===== src/rtl/serial_addsub_unit.sv =====
// Digit-serial adder/subtractor: D bits per clock, LSB digit first, registered carry.
// State table:  IDLE | waiting for start   RUN | processing digits   DONE | one-cycle done pulse
module serial_addsub_unit #(
  parameter int N = 8,
  parameter int D = 1
) (
  input  logic         clk,
  input  logic         rst,
  input  logic         start,
  input  logic         sub,
  input  logic [N-1:0] a,
  input  logic [N-1:0] b,
  output logic         busy,
  output logic         done,
  output logic [N-1:0] sum,
  output logic         cout,
  output logic         ovf
);

  localparam int NDIG = N / D;
  localparam int CW   = (NDIG > 1) ? $clog2(NDIG) : 1;

  if (N < 2 || D < 1 || D > N || (N % D) != 0) begin : g_param_check
    $error("serial_addsub_unit: invalid N/D combination");
  end

  typedef enum logic [1:0] {IDLE, RUN, DONE} state_t;

  state_t        state;
  logic [N-1:0]  sa;
  logic [N-1:0]  sb;
  logic          carry;
  logic [CW-1:0] cnt;
  logic [N-1:0]  res;

  logic [D:0]    dsum;
  logic          msb_cin;
  logic [N-1:0]  res_next;
  logic          last_digit;

  assign dsum       = {1'b0, sa[D-1:0]} + {1'b0, sb[D-1:0]} + (D+1)'(carry);
  // carry into the digit's top bit, recovered from its sum bit and operand bits
  assign msb_cin    = dsum[D-1] ^ sa[D-1] ^ sb[D-1];
  assign last_digit = (cnt == CW'(NDIG - 1));

  if (D == N) begin : g_full_digit
    assign res_next = dsum[N-1:0];
  end else begin : g_part_digit
    assign res_next = {dsum[D-1:0], res[N-1:D]};
  end

  assign sum = res;

  always_ff @(posedge clk or negedge rst) begin
    if (!rst) begin
      state <= IDLE;
      busy  <= 1'b0;
      done  <= 1'b0;
      cout  <= 1'b0;
      ovf   <= 1'b0;
      sa    <= '0;
      sb    <= '0;
      carry <= 1'b0;
      cnt   <= '0;
      res   <= '0;
    end else begin
      done <= 1'b0;
      case (state)
        IDLE, DONE: begin
          if (start) begin
            state <= RUN;
            busy  <= 1'b1;
            sa    <= a;
            sb    <= sub ? ~b : b;
            carry <= sub;
            cnt   <= '0;
            res   <= '0;
            cout  <= 1'b0;
            ovf   <= 1'b0;
          end else begin
            state <= IDLE;
            busy  <= 1'b0;
          end
        end
        RUN: begin
          res   <= res_next;
          sa    <= sa >> D;
          sb    <= sb >> D;
          carry <= dsum[D];
          cnt   <= cnt + CW'(1);
          if (last_digit) begin
            state <= DONE;
            busy  <= 1'b0;
            done  <= 1'b1;
            cout  <= dsum[D];
            ovf   <= msb_cin ^ dsum[D];
          end
        end
        default: begin
          state <= IDLE;
          busy  <= 1'b0;
        end
      endcase
    end
  end

endmodule


===== config.mk =====
export PLATFORM = sky130hd
export DESIGN_NAME = serial_addsub_unit
export DESIGN_NICKNAME = d
export VERILOG_FILES = /design/src/rtl/serial_addsub_unit.sv
export SDC_FILE = /design/constraint.sdc
export NUM_CORES = 1
export LEC_CHECK = 0
export CORE_UTILIZATION = 53
export DETAILED_ROUTE_END_ITERATION = 8
export GPL_TIMING_DRIVEN = 0
export PLACE_DENSITY = 0.87
export SYNTH_ARGS = -nofsm -noshare
export SYNTH_HDL_FRONTEND = slang
export SYNTH_SLANG_ARGS = --single-unit

===== constraint.sdc =====
create_clock -name clk -period 2.2 [get_ports clk]
set_input_delay 0.66 -clock clk [delete_from_list [all_inputs] [get_ports clk]]
set_output_delay 0.66 -clock clk [all_outputs]
set_load 0.01 [all_outputs]

# Word-level counts from Yosys, hierarchy flattened
# Index checks and enable logic that the tools add are counted.
[totals]
ff_bits = 34
[op_classes]
n_addsub = 3
eq_ne = 5
muxes = 24
bitwise = 4
reduce_logical = 5
[op_table]
columns = ["cell", "n"]
rows = [
  ["one-hot mux 8 bit (2 select lines)", 3],
  ["2-to-1 mux 8 bit", 4],
  ["2-to-1 mux 1 bit", 9],
  ["inverter 8 bit", 1],
  ["one-hot mux 1 bit (2 select lines)", 4],
  ["one-hot mux 3 bit (2 select lines)", 1],
  ["!= test 2 bit (second input constant)", 2],
  ["one-hot mux 2 bit (2 select lines)", 1],
  ["adder 3 x 1 -> 3 bit (second input constant)", 1],
  ["equality test 3 bit (second input constant)", 1],
  ["2-to-1 mux 3 bit", 1],
  ["AND reduction 3 bit", 1],
  ["XOR 1 bit", 3],
  ["adder 1 x 1 -> 2 bit", 1],
  ["adder 2 x 1 -> 2 bit", 1],
  ["equality test 2 x 1 -> 1 bit (second input constant)", 1],
  ["equality test 2 bit (second input constant)", 1],
  ["zero test 2 bit", 1],
  ["2-to-1 mux 2 bit", 1],
  ["AND reduction 2 bit", 1],
  ["nonzero test 2 bit", 1],
  ["OR reduction 2 bit", 1],
]

# Depth between registers and ports, before layout
# Gate-level depths: netlist of the first run.
[logic_depth]
depth_word = 7
ltp_mapped = 5
mapped_depth_nobuf = 5

# Worst setup path before layout of the first run
# OpenSTA, ideal clock, no wires.
[synth_timing]
kind = "register to register"
start = "reg sa[0]"
end = "reg ovf"
setup_ps = 129
t_arrival_ps = 1291
required_time_ps = 2071
slack_ps = 780
path_stages_with_launch = 6
path_buffers = 0
cell_sequence = "dfrtp_1 -> inv_1 -> fa_1 -> xnor2_1 -> xnor2_1 -> o21ai_0"
[synth_between]
elab_chain_cells = 7
[synth_lines]
columns = ["element", "line_no", "source"]
rows = [
  ["from (decl)", "30", "logic [N-1:0] sa;"],
  ["from (signal assigned)", "87", "sa <= sa >> D;"],
  ["adder 1 x 1 -> 2 bit", "41", "assign dsum = {1'b0, sa[D-1:0]} + {1'b0, sb[D-1:0]} + (D+1)'(carry);"],
  ["adder 2 x 1 -> 2 bit", "41", ""],
  ["XOR 1 bit (2 in a row)", "43", "assign msb_cin = dsum[D-1] ^ sa[D-1] ^ sb[D-1];"],
  ["XOR 1 bit (*)", "96", "ovf <= msb_cin ^ dsum[D];"],
  ["2-to-1 mux 1 bit (*)", "91", "if (last_digit) begin"],
  ["one-hot mux 1 bit (2 select lines) (*)", "68", "case (state)"],
  ["to (signal assigned)", "96", ""],
  ["to (decl)", "17", "output logic ovf"],
]
# Mark *: on every way between the ends. The rest lies on a longest branch, timed or not. The select of a mux whose other input is x is not followed.
# A chain may end at the register's enable or synchronous reset.

# Worst setup path after layout of the first run
[layout_timing]
start = "reg res[6], in the netlist sum[6]"
end = "out sum[6]"
[layout_rtl]
columns = ["element", "line_no", "source"]
rows = [
  ["from (decl)", "34", "logic [N-1:0] res;"],
  ["from (signal assigned)", "86", "res <= res_next;"],
  ["to (decl)", "15", "output logic [N-1:0] sum,"],
]
# No word-level cell between the ends.

==> results of run 1 <==
-- Yosys cell counts --
library cell  instances  share of area (%)
a221o_1               9                6.0
a22o_1               11                6.4
a22oi_1               6                3.0
and2b_1               1               0.50
buf_1                 1               0.25
buf_2                 7                2.3
buf_6                 2                1.5
dfrtp_1              34                 57
fa_1                  1                1.3
ha_1                  2                1.7
inv_1                 6                1.5
nand2_1               6                1.5
nand2b_1              2               0.83
nand3_1               9                3.0
nand3b_1              1               0.50
nor2_1                9                2.3
nor2_2                1               0.42
nor2b_4               1               0.92
nor3_1                1               0.33
o21ai_0               2               0.67
o21ai_1               1               0.33
o2bb2ai_1             1               0.58
o31ai_1               2                1.0
xnor2_1              10                5.8
xor2_1                1               0.58
-- power by group --
group          internal, mW  switching [mW]
sequential            0.900           0.178
combinational         0.670           0.577
clock                 0.155           0.198
-- worst reg2reg max path, cell delays in order, from the launching register on --
cell     delay, ns
dfrtp_1       0.38
inv_1         0.08
fa_1          0.58
xnor2_1       0.14
xnor2_1       0.13
o21ai_0       0.08
-- registers in the layout, indices dropped and copies added, names as in the netlist --
register	count
ovf	1
sum	8
carry	1
state	2
sa	8
cnt	3
sb	8
busy	1
done	1
cout	1
-- routing by layer --
metal	global-route usage, %	vias up
li1	-	525
met1	25.8	559
met2	35.5	46
met3	7.96	7
met4	11.1	0
met5	0	-
-- kinds of logic after synthesis --
kind of cell / share of synthesized area (%)
adder cells (fa/ha/maj): 3.00
flip-flops: 56.7
AND/OR/NAND/NOR: 10.3
XOR/XNOR: 6.42
buffers and inverters: 5.59
AO/OA/AOI/OAI: 18.0
-- final timing paths --
check / start / end
min: rst / ovf$_DFFE_PN0P_
max reg2reg: sa[0]$_DFFE_PN0P_ / ovf$_DFFE_PN0P_
min in group clk: cnt[0]$_DFFE_PN0P_ / cnt[0]$_DFFE_PN0P_
max in group asynchronous: rst / sb[2]$_DFFE_PN0P_
max: sum[6]$_DFFE_PN0P_ / sum[6]
min reg2reg: cnt[0]$_DFFE_PN0P_ / cnt[0]$_DFFE_PN0P_
-- per-stage QoR --
stage | area (sq um) | cells | worst slack [ns]
2_1_floorplan | 1500 | 127 | 0.780
3_3_place_gp | 1840 | 187 | -0.127
3_5_place_dp | 1830 | 187 | 0.228
4_1_cts | 1890 | 195 | 0.239
5_1_grt | 1890 | 195 | 0.195
6_report | 1890 | 195 | 0.268
-- cell type report --
class	instances	share of cell area [%]
Tap cell	30	1.98
Inverter	6	1.19
Timing Repair Buffer	30	15.6
Multi-Input combinational cell	77	29.9
Sequential cell	34	44.9
Clock buffer	7	2.91
Buffer	10	3.24
Clock inverter	1	0.264
==> flow_summary.json, run 1 <==
{
  "drv_slew": 0,
  "fp.dieW_microns": 55.2,
  "path_buf_inv": 1,
  "yosys_warnings": 0,
  "ys_seq_area_share_pct": 56.7,
  "slowest_delay_ns": 0.55,
  "max_freq_ghz": 0.518,
  "fill_cells": 184,
  "critPathCaptureType": "output pin",
  "syn-num-nets": 150,
  "ys_seq_elements": 34,
  "syn_avg_cell_area_sq_um": 11.8,
  "outcome": "finished clean",
  "ir_drop_mv": 0.983,
  "cts-hold-fix-buffers": 0,
  "antenna_found_initial": 0,
  "cp_num_cells": 1,
  "core.rowCount": 18,
  "worst_hold_slack_ns": 0.379,
  "multi_input_area_sq_um": 566,
  "grt_start_max_net_pins": 35,
  "min_period_ns": 1.93,
  "routed.top_layer": "met4",
  "drive_gt1_share_pct": 11.5,
  "slowest_stage": "clkdlybuf4s50_1",
  "cts_tree": "yes",
  "hold_path.class": "in2async",
  "ios": 32,
  "fin_crit_sh_pct": 87.8,
  "finalCoreUtilization_pct": 73.7,
  "layout.nets": 187,
  "setup_tns_ns": 0,
  "ys_types": 25,
  "coreArea_sq_um": 2570,
  "startpoint_type": "flop",
  "rrSetupSlack_ns": 0.71,
  "drc": 0,
  "place_congestion": 0.768,
  "cts-root-buf": "clkbuf_4",
  "clk_pin_slew_ns": 0.11,
  "r2r_cells": 5,
  "cts.sinks": 34,
  "clockBufferDepth": 2,
  "path_cells": "clkdlybuf4s50_1",
  "cts_resized": 0,
  "mostFrequentLayoutCell": "dfrtp_1",
  "die-height_microns": 55.2,
  "area_growth_syn_to_layout_pct": 26.2,
  "viasPerCell": 5.83,
  "crit_fanout": 3,
  "dr_wl_met3_microns": 184,
  "setup_viol": 0,
  "powerDensity_nw_per_um2": 1410,
  "grt_pass1_wl_mm": 5.06,
  "grt_use_total_pct": 22.0,
  "diodes": 0,
  "dr.pass1.iters": 4,
  "worst_pin_slew_ns": 0.742,
  "finalPower_mw": 2.68,
  "worstSkewPairLatency_ns": 0.33,
  "fp.dieArea_sq_um": 3050,
  "synth_area_sq_um": 1500,
  "start_util_pct": 58.4,
  "via_count": 1137,
  "relSlewSlack_pct": 50.5,
  "rsz0062_at_grt": "no",
  "drt-initial-drc-count": 29,
  "wl_met2_mm": 1.46,
  "cpLargestDelayFamily": "buffers and inverters",
  "wire_per_inst_microns": 15.1,
  "drt-met1-wl_mm": 1.23,
  "hold_viol": 0,
  "p_leak_nw": 0.875,
  "synth_cells": 127,
  "grt_overflow": 0,
  "dp.final_hpwl_mm": 2.10,
  "grt_pass1_vias": 1107,
  "layout_common_cells": "34 x dfrtp_1, 29 x clkdlybuf4s50_1, 11 x a22o_1, 10 x xnor2_1",
  "io_buffers": 30,
  "critPathKind": "reg2out",
  "skew_ns": 0.0146,
  "arrival_ns": 1.27,
  "seq_area_sq_um": 851,
  "ant_nets": 0,
  "cts_setup_buffers": 0,
  "cts_buffers": 5,
  "wl_mm": 2.95,
  "crit_required_ns": 1.54,
  "htree_levels": 2,
  "drv_cap": 0
}
No activity file was read; power rests on OpenSTA's default activity.
==> inputs of run 2 (changes only) <==
- CORE_UTILIZATION: 53 -> 49
- PLACE_DENSITY: 0.87 -> 0.81
- clock period: 2.2 -> 2 ns (I/O delays scaled with it)
==> flow_summary.json, run 2 (synthesized netlist as in run 1, its figures left out) <==
{
  "ios": 32,
  "hold_viol": 0,
  "crit_required_ns": 1.40,
  "io_buffers": 30,
  "critPathCaptureType": "output pin",
  "worst_pin_slew_ns": 0.723,
  "critPathKind": "reg2out",
  "grt_overflow": 0,
  "rrSetupSlack_ns": 0.49,
  "rsz0062_at_grt": "no",
  "wire_per_inst_microns": 14.3,
  "cts_tree": "yes",
  "startpoint_type": "flop",
  "slowest_delay_ns": 0.55,
  "worstSkewPairLatency_ns": 0.32,
  "via_count": 1100,
  "drv_slew": 0,
  "cts-hold-fix-buffers": 0,
  "final_area_sq_um": 1880,
  "fp.dieW_microns": 57.3,
  "cts_resized": 0,
  "hold_path.class": "in2async",
  "min_period_ns": 1.86,
  "die-height_microns": 57.3,
  "mostFrequentLayoutCell": "dfrtp_1",
  "p_sw_mw": 1.02,
  "final_cells": 195,
  "htree_levels": 2,
  "drt-initial-drc-count": 66,
  "ir_drop_mv": 0.734,
  "max_freq_ghz": 0.538,
  "switching_share_pct": 35.5,
  "outcome": "finished, violations left",
  "start_util_pct": 53.0,
  "dpl_cell_area_sq_um": 1830,
  "area_growth_syn_to_layout_pct": 25.3,
  "path_buf_inv": 1,
  "p_seq_share_pct": 41.3,
  "p_clk_share_pct": 11.4,
  "fp.dieArea_sq_um": 3290,
  "coreArea_sq_um": 2830,
  "cts.sinks": 34,
  "diodes": 0,
  "antenna_found_initial": 0,
  "grt_pass1_vias": 1118,
  "setup_viol": 0,
  "layout.nets": 187,
  "skew_ns": 0.00397,
  "p_int_mw": 1.86,
  "cts_buffers": 5,
  "p_leak_nw": 0.865,
  "dr.pass1.iters": 8,
  "place_congestion": 0.805,
  "drv_cap": 0,
  "crit_fanout": 3,
  "fin_crit_sh_pct": 93.0,
  "combPwrFrac_pct": 47.3,
  "cpLargestDelayFamily": "buffers and inverters",
  "violations": "DRC",
  "wl_mm": 2.79,
  "arrival_ns": 1.26,
  "path_cells": "clkdlybuf4s50_1",
  "viasPerCell": 5.64,
  "cts-root-buf": "clkbuf_4",
  "drive_gt1_share_pct": 10.4,
  "slowest_stage": "clkdlybuf4s50_1",
  "core.rowCount": 19,
  "layout_common_cells": "34 x dfrtp_1, 29 x clkdlybuf4s50_1, 11 x a22o_1, 10 x xnor2_1",
  "grt_pass1_wl_mm": 4.93,
  "drc": 3,
  "grt_start_max_net_pins": 35,
  "clk_pin_slew_ns": 0.09,
  "numPlacedInstances": 188,
  "dp.final_hpwl_mm": 1.97,
  "relSlewSlack_pct": 51.8,
  "grt_use_total_pct": 20.5,
  "powerDensity_nw_per_um2": 1530,
  "cts_setup_buffers": 0,
  "clockBufferDepth": 2,
  "ant_nets": 0
}
[run 2: worst register-to-register path: cells and delay by family, from the launching register on]
| kind | cells | cell delay [ns] |
|---|---|---|
| adders and majority gates | 1 | 0.58 |
| AOI/OAI and AO/OA | 1 | 0.08 |
| buffers and inverters | 1 | 0.08 |
| DFF | 1 | 0.37 |
| xor gates and xnor gates | 2 | 0.27 |
[run 2: metrics by stage]
stage	utilization (%)	hold slack [ns]	power [mW]	TNS (ns)	worst slack, ns
global route	66.4	0.351	3.11	0	0.0534
finish	66.4	0.324	2.88	0	0.140
global placement	65.0	0.472	2.51	-9.24	-0.272
floorplan	-	0.304	2.10	0	0.580
detailed placement	64.8	0.481	2.57	0	0.0821
CTS	66.4	0.330	2.91	0	0.119
[run 2: path summary, 6_finish.rpt]
path,from,to,depth (start not counted)
worst max-delay path,sum[2]$_DFFE_PN0P_,sum[2],1
worst min-delay path,rst,sb[3]$_DFFE_PN0P_,1
worst max register to register,sa[0]$_DFFE_PN0P_,ovf$_DFFE_PN0P_,5
worst min register to register,cnt[0]$_DFFE_PN0P_,cnt[0]$_DFFE_PN0P_,1
max in group asynchronous,rst,cnt[1]$_DFFE_PN0P_,1
min in group clk,cnt[0]$_DFFE_PN0P_,cnt[0]$_DFFE_PN0P_,1
[run 2: final cells by class]
| type | instances | area, sq um |
|---|---|---|
| multi-input cells | 77 | 566 |
| flip-flops and latches | 34 | 851 |
| plain buffers | 10 | 61.3 |
| inverters | 6 | 22.5 |
| well taps | 31 | 38.8 |
| repair buffers | 30 | 295 |
| clock buffers | 7 | 45.0 |
| fillers | 225 | 950 |
[run 2: routing by layer]
metal	GRT usage (%)	routed length (microns)
met1	25.3	1290
met2	32.3	1330
met3	7.26	139
met4	9.76	31
met5	0	0
[run 2: power by group through the flow]
stage | registers (mW) | logic (mW) | clock network (mW)
final | 1.19 | 1.36 | 0.330
after global routing | 1.23 | 1.51 | 0.379
after CTS | 1.19 | 1.38 | 0.346
after detailed placement | 1.20 | 1.37 | 0
after global placement | 1.18 | 1.33 | 0
after floorplan | 1.20 | 0.904 | 0
